File: src/rtl/alu_seq_ctrl.sv
// alu_seq_ctrl: instruction sequencer that drives an external 8-bit
// combinational ALU. It fetches 16-bit instructions from a registered ROM,
// keeps a 4x8 register file and a zero flag, and owns a valid/ready output port.
//
// Output handshake: dout_valid rises when an OUT instruction executes.
// dout and dout_valid then stay stable until a cycle in which dout_valid and
// dout_ready are both high. The transfer completes on that clock edge, and
// dout_valid falls on the same edge. dout keeps its last value afterwards.
module alu_seq_ctrl #(
    parameter int PC_W = 8
) (
    input  logic            clk,
    input  logic            reset,
    output logic [PC_W-1:0] imem_addr,
    input  logic [15:0]     imem_data,
    output logic [7:0]      alu_a,
    output logic [7:0]      alu_b,
    output logic [2:0]      alu_op,
    input  logic [7:0]      alu_res,
    input  logic            alu_z,
    output logic [7:0]      dout,
    output logic            dout_valid,
    input  logic            dout_ready,
    output logic            halted,
    input  logic            start,
    output logic [1:0]      dbg_state,
    output logic            dbg_zf,
    output logic [31:0]     dbg_regs
);

    typedef enum logic [1:0] {
        S_FETCH    = 2'd0,
        S_EXEC     = 2'd1,
        S_OUT_WAIT = 2'd2,
        S_HALT     = 2'd3
    } state_t;

    localparam logic [2:0] OPC_ALU  = 3'b000;
    localparam logic [2:0] OPC_LDI  = 3'b001;
    localparam logic [2:0] OPC_JZ   = 3'b010;
    localparam logic [2:0] OPC_JMP  = 3'b011;
    localparam logic [2:0] OPC_OUT  = 3'b100;
    localparam logic [2:0] OPC_HALT = 3'b111;

    state_t           state_q, state_d;
    logic [PC_W-1:0]  pc_q, pc_d;
    logic [3:0][7:0]  regs_q, regs_d;
    logic             zf_q, zf_d;
    logic [7:0]       dout_q, dout_d;
    logic             dout_valid_q, dout_valid_d;
    logic             halted_q, halted_d;

    // Instruction fields; the ROM word is valid during EXEC.
    logic [2:0]       opc;
    logic [2:0]       op;
    logic [1:0]       rd;
    logic [1:0]       rs1;
    logic [1:0]       rs2;
    logic [7:0]       imm;
    logic [PC_W-1:0]  target;
    logic [PC_W-1:0]  pc_inc;

    assign opc    = imem_data[15:13];
    assign op     = imem_data[12:10];
    assign rd     = imem_data[9:8];
    assign rs1    = imem_data[7:6];
    assign rs2    = imem_data[5:4];
    assign imm    = imem_data[7:0];
    assign target = imem_data[PC_W-1:0];
    // Wraps modulo 2^PC_W.
    assign pc_inc = pc_q + PC_W'(1);

    // State register.
    always_ff @(posedge clk or posedge reset) begin
        if (reset) state_q <= S_FETCH;
        else       state_q <= state_d;
    end

    // Next-state logic.
    always_comb begin
        state_d = state_q;
        case (state_q)
            S_FETCH: state_d = S_EXEC;
            S_EXEC: begin
                case (opc)
                    OPC_OUT:  state_d = S_OUT_WAIT;
                    OPC_HALT: state_d = S_HALT;
                    default:  state_d = S_FETCH;
                endcase
            end
            S_OUT_WAIT: if (dout_valid_q && dout_ready) state_d = S_FETCH;
            S_HALT:     if (start) state_d = S_FETCH;
            default:    state_d = S_FETCH;
        endcase
    end

    // ALU drive: operands are live only while an ALU instruction executes.
    always_comb begin
        alu_a  = 8'd0;
        alu_b  = 8'd0;
        alu_op = 3'd0;
        if (state_q == S_EXEC && opc == OPC_ALU) begin
            alu_a  = regs_q[rs1];
            alu_b  = regs_q[rs2];
            alu_op = op;
        end
    end

    // Datapath next values: pc, register file, zero flag, output port, halt.
    always_comb begin
        pc_d         = pc_q;
        regs_d       = regs_q;
        zf_d         = zf_q;
        dout_d       = dout_q;
        dout_valid_d = dout_valid_q;
        halted_d     = halted_q;
        case (state_q)
            S_EXEC: begin
                case (opc)
                    OPC_ALU: begin
                        regs_d[rd] = alu_res;
                        zf_d       = alu_z;
                        pc_d       = pc_inc;
                    end
                    OPC_LDI: begin
                        regs_d[rd] = imm;
                        pc_d       = pc_inc;
                    end
                    OPC_JZ:  pc_d = zf_q ? target : pc_inc;
                    OPC_JMP: pc_d = target;
                    OPC_OUT: begin
                        dout_d       = regs_q[rd];
                        dout_valid_d = 1'b1;
                    end
                    OPC_HALT: halted_d = 1'b1;
                    default:  pc_d = pc_inc;
                endcase
            end
            S_OUT_WAIT: begin
                if (dout_valid_q && dout_ready) begin
                    dout_valid_d = 1'b0;
                    pc_d         = pc_inc;
                end
            end
            S_HALT: begin
                if (start) begin
                    pc_d     = '0;
                    halted_d = 1'b0;
                end
            end
            default: ;
        endcase
    end

    // Datapath registers; reset clears everything, including an OUT in flight.
    always_ff @(posedge clk or posedge reset) begin
        if (reset) begin
            pc_q         <= '0;
            regs_q       <= '0;
            zf_q         <= 1'b0;
            dout_q       <= 8'd0;
            dout_valid_q <= 1'b0;
            halted_q     <= 1'b0;
        end else begin
            pc_q         <= pc_d;
            regs_q       <= regs_d;
            zf_q         <= zf_d;
            dout_q       <= dout_d;
            dout_valid_q <= dout_valid_d;
            halted_q     <= halted_d;
        end
    end

    assign imem_addr  = pc_q;
    assign dout       = dout_q;
    assign dout_valid = dout_valid_q;
    assign halted     = halted_q;
    assign dbg_state  = state_q;
    assign dbg_zf     = zf_q;
    assign dbg_regs   = regs_q;

endmodule

File: config.mk
export PLATFORM = sky130hd
export DESIGN_NAME = alu_seq_ctrl
export DESIGN_NICKNAME = d
export VERILOG_FILES = /design/src/rtl/alu_seq_ctrl.sv
export SDC_FILE = /design/constraint.sdc
export NUM_CORES = 1
export LEC_CHECK = 0
export ABC_AREA = 1
export BUFFER_PORTS_ARGS = -buffer_cell sky130_fd_sc_hd__buf_2
export CAP_MARGIN = 30
export CORE_ASPECT_RATIO = 1.75
export CORE_MARGIN = 5
export CORE_UTILIZATION = 55
export CTS_BUF_LIST = sky130_fd_sc_hd__clkbuf_2
export DETAILED_ROUTE_END_ITERATION = 8
export GPL_TIMING_DRIVEN = 0
export PLACE_DENSITY = 0.95
export RECOVER_POWER = 100
export SYNTH_ARGS = -nofsm -noshare
export SYNTH_HDL_FRONTEND = slang
export SYNTH_SLANG_ARGS = --single-unit
export TNS_END_PERCENT = 30
File: constraint.sdc
create_clock -name clk -period 3.5 [get_ports clk]
set_clock_uncertainty 0.15 [all_clocks]
set_input_delay 0.7 -clock clk [delete_from_list [all_inputs] [get_ports clk]]
set_output_delay 0.7 -clock clk [all_outputs]
set_load 0.02 [all_outputs]
# [Word-level counts from Yosys, hierarchy flattened]
# Index checks and enable logic that the tools add are counted.
[word_totals] memories=0 reg_bits=53 latchBits=0 mem_bits_ro=0 out_inout_bits=72 ramBits=0 wordCells=74 input_bits=29
[classes] reduce_logical=17 add_sub_neg=1 n_mul=0 div_mod_pow=0 n_eq_ne=13 bitwise_logic=0 muxes=29 n_lt_le_gt_ge=4 shift=0
[op_table] op="$mux 8" n=9
[op_table] op="$bwmux 32" n=2
[op_table] op="$pmux 32 s2" n=1
[op_table] op="$bmux 8 s2" n=3
[op_table] op="$pmux 8 s3" n=2
[op_table] op="$demux 8 s2" n=1
[op_table] op="$lt 2x3->1 const B" n=3
[op_table] op="$add 8x1->8 const B" n=1
[op_table] op="$pmux 2 s4" n=1
[op_table] op="$reduce_and 2->1" n=4
[op_table] op="$eq 3x2->1 const B" n=2
[op_table] op="$eq 3x3->1 const B" n=2
[op_table] op="$ne 2x2->1 const B" n=3
[op_table] op="$reduce_and 3->1" n=2
[op_table] op="$reduce_bool 2->1" n=3
[op_table] op="$eq 2x2->1 const B" n=2
[op_table] op="$mux 1" n=4
[op_table] op="$mux 2" n=2
[op_table] op="$ne 2x1->1 const B" n=2
[op_table] op="$pmux 1 s2" n=2
[op_table] op="$pmux 2 s2" n=1
[op_table] op="$reduce_and 4->1" n=1
[op_table] op="$eq 3x1->1 const B" n=1
[op_table] op="$logic_and 1x1->1" n=3
[op_table] op="other kinds (7)" n=7

# [Longest topological paths before layout]
[logic_depth] word_depth=6 mapped_depth=10 depth_no_buf=9

# [Worst setup path after synthesis]
# No wires, ideal clock.
[synth_timing] path_kind="input to output" start="input port imem_data[13]" end="output port alu_a[0]" required_time_ns=2.650 path_buffers=3 slack_ns=0.854 arrival_ns=1.796 path_stages=6 cell_sequence="buf_2 > nor2_1 > nand3_1 > buf_2 > buf_2 > a21oi_1"
[synth_via] elab_chain_len=3
[synth_lines] item="from (decl)" line_no="15" text="input logic [15:0] imem_data,"
[synth_lines] item="$logic_not 3->1" line_no="102" text="if (state_q == S_EXEC && opc == OPC_ALU) begin"
[synth_lines] item="$logic_and 1x1->1" line_no="102"
[synth_lines] item="$mux 8" line_no="102"
[synth_lines] item="to (decl)" line_no="16" text="output logic [7:0] alu_a,"
# Every way passes these cells.

# [Worst setup path after layout]
[layout_timing] start="register state_q[1] (netlist: dbg_state[1])" end="output port alu_a[4]"
[layout_via] elab_chain_len=3
[layout_lines] item="from (decl)" line_no="45" text="state_t state_q, state_d;"
[layout_lines] item="from (signal assigned)" line_no="76" text="else state_q <= state_d;"
[layout_lines] item="$eq 2x1->1" line_no="102"
[layout_lines] item="$logic_and 1x1->1" line_no="102"
[layout_lines] item="$mux 8" line_no="102"
# Every way passes these cells.

==> results.md <==
- Status: finished with violations
- Failing checks: capacitance limit, slew limit
- Die Height: 111 um
- Worst slew margin: -0.243
- CP required: 2650 ps
- Die width: 67.8 um
- Final setup vio count: 0
- DRC Markers: 0
- Netlist cell types: 27
- Core area: 5790 um2
- Design area: 3710 um2
- Post-Syn Instances: 459
- Seq cells post-synth: 53
- Placed Area: 3820 um2
- DRC marker count from the first detailed-route iteration: 301
- Final ANT Viol Nets: 0
- CTS Hold Bufs: 0
- RSZ-0062 raised after global routing: no
- Setup Fix Bufs, Post-CTS: 0
- Worst setup EP type: output port
- Worst-Margin Slew: 1860 ps
- Drt pass-1 iters: 5
- Syn Std Cell Area: 3220 um2
- Maxcap violations: 1
- Worst VDD drop: 0.402 mV
- I/O pin cnt: 101
- Worst hold slack: 166 ps
- Via/cell ratio: 5.73
- WS Path Type: reg -> out
- Clock Path Buffers: 2
- CTS root buf: clkbuf_2
- CTS resizes: 0
- Largest net degree at the start of global routing: 34
- Final #Nets: 594
- Sinks on the clock net: 53
- CTS tree: done
- Startpoint types: flop
- Final HPWL DP: 8250 um
- Total congestion overflow: 0
- Port-buffer cells: 97
- TNS Setup: 0 ps
- Final Power: 3.05 mW
- Drt total wl: 11,100 um
- WL/cell: 17.2 um
- First-pass GRT wire length: 17,600 um
- Leakage: 1.80 nW
- Critical Path AT: 2360 ps
- Pwr Density: 822 nW/um2
- Part of the Yosys area used for sequential elements: 0.412
- Row count: 37
- Share of layout cells above drive strength 1: 0.0832
- Hold crit path type: in -> async
- Syn Nets: 489
- H-tree depth: 2
- Met2 Use GR: 0.520
- Tcrit/Tclk final: 0.917
- Vias after detailed routing: 3,691
- Initial antenna violation count: 1
- Worst-path clk slew: 290 ps
- GR Util met1: 0.341
- Yosys warning count: 0
- Synth Area per Inst: 7.01 um2
- F_max: 312 MHz
- Total GRT Usage: 0.307
- Vias in the first global route: 3,614
- Number of buffers created by CTS: 5
- Final worst path period need: 3210 ps
- Area Overhead vs Synth: 15.4%
- Worst-Skew Late Latency: 450 ps
- Grt peak-use layer: met2
- Met3 usage: 0.0548
- Initial core utilization: 0.556
- DIE AREA: 7540 um2
- Fin. Hold Viols: 0
- Placer Congestion: 0.949
- Final slew viol count: 34
- Critical path peak fanout: 10
metrics by stage:
step                 util  std cells  worst slack, ps
floorplan               -        459              854
global placement    0.657        634              578
detailed placement  0.661        635              540
CTS                 0.672        643              452
global route        0.642        644              134
finish              0.642        644              291
routing by layer:
layer  vias to the layer above  wire length [um]
met2                       227              5580
met5                         -                 0
met1                      1715              3770
met3                        54              1000
met4                         0               712
li1                       1695                 -
critical path, cell delays in order, from the launching register on:
cell and delay [ps]:
dfrtp_1 440, clkbuf_1 220, nor2_4 200, nand3_1 120
buf_2 240, clkbuf_2 260, a21oi_1 170, clkbuf_1 270
synth_stat cells:
master | instances | area, um2
buf_4 | 3 | 22.5
nor3_4 | 3 | 48.8
ha_1 | 1 | 12.5
xnor2_1 | 2 | 17.5
o21ai_1 | 6 | 30.0
nor2_1 | 32 | 120
inv_2 | 2 | 7.51
nor3_1 | 8 | 40.0
a211oi_1 | 8 | 60.1
mux2_2 | 1 | 11.3
buf_6 | 2 | 22.5
clkinv_1 | 1 | 3.75
dfrtp_1 | 53 | 1330
nand4_1 | 1 | 6.26
o21ai_0 | 60 | 300
nand3_1 | 13 | 65.1
a21oi_1 | 35 | 175
nand2_2 | 1 | 6.26
nor2_4 | 3 | 33.8
nand2_1 | 144 | 541
buf_2 | 6 | 30.0
inv_1 | 54 | 203
xor2_1 | 2 | 17.5
clkbuf_1 | 8 | 30.0
o2111ai_1 | 8 | 70.1
nand2_4 | 1 | 11.3
nand3b_1 | 1 | 7.51
worst paths after layout:
path                            slack (ps)                     start  cells past startpoint                        to
min in group clk                       310                     alu_z                      2        dbg_zf$_DFFE_PP0P_
worst min register to register         370       dout[3]$_DFFE_PP0P_                      2       dout[3]$_DFFE_PP0P_
worst max-delay path                   290  dbg_state[1]$_DFFE_PP0P_                      7                  alu_a[4]
worst max register to register         760  dbg_state[1]$_DFFE_PP0P_                      6  dbg_regs[20]$_DFFE_PP0P_
worst min-delay path                   170                     reset                      2       dout[0]$_DFFE_PP0P_
max in group asynchronous              800                     reset                      3   dbg_regs[3]$_DFFE_PP0P_
cell families after synthesis:
family,count (synthesis),share of synthesized area
XOR/XNOR,4,0.0109
AND/OR/NAND/NOR,207,0.273
multiplexers,1,0.00350
buffers and inverters,76,0.0991
adder cells (fa/ha/maj),1,0.00389
AO/OA/AOI/OAI,117,0.197
flip-flops,53,0.412
cell type report:
cell class,count,area [um2]
Sequential cell,53,1330
Inverter,57,214
Multi-Input combinational cell,330,1530
Fill cell,582,2070
Tap cell,78,97.6
Buffer,19,77.6
Antenna cell,1,2.50
Clock inverter,3,41.3
Timing Repair Buffer,98,404
Clock buffer,5,25.0
registers in the layout, summed over array words and instances (netlist names):
name / cells
dbg_regs: 32
dbg_state: 2
dbg_zf: 1
dout: 8
dout_valid: 1
halted: 1
imem_addr: 8
cells in the final DEF, fill, tap and decap left out, drive strengths merged:
cell type  Yosys  routed
a211oi         8       8
a21oi         35      35
buf           11      33
bufinv         0       1
clkbuf         8      89
clkinv         1       2
clkinvlp       0       1
dfrtp         53      53
diode          0       1
ha             1       1
inv           56      56
mux2           1       1
nand2        146     146
nand3         13      13
nand3b         1       1
nand4          1       1
nor2          35      35
nor3          11      11
o2111ai        8       8
o21ai         66      66
xnor2          2       2
xor2           2       2
report_power, final:
group          leakage (nW)  total, mW  internal [mW]  switching [mW]
clock network        0.0366      0.323          0.118           0.205
registers             0.638       1.22          0.909           0.307
logic                  1.12       1.52          0.428            1.09
Power figures use the tool's default switching activity.
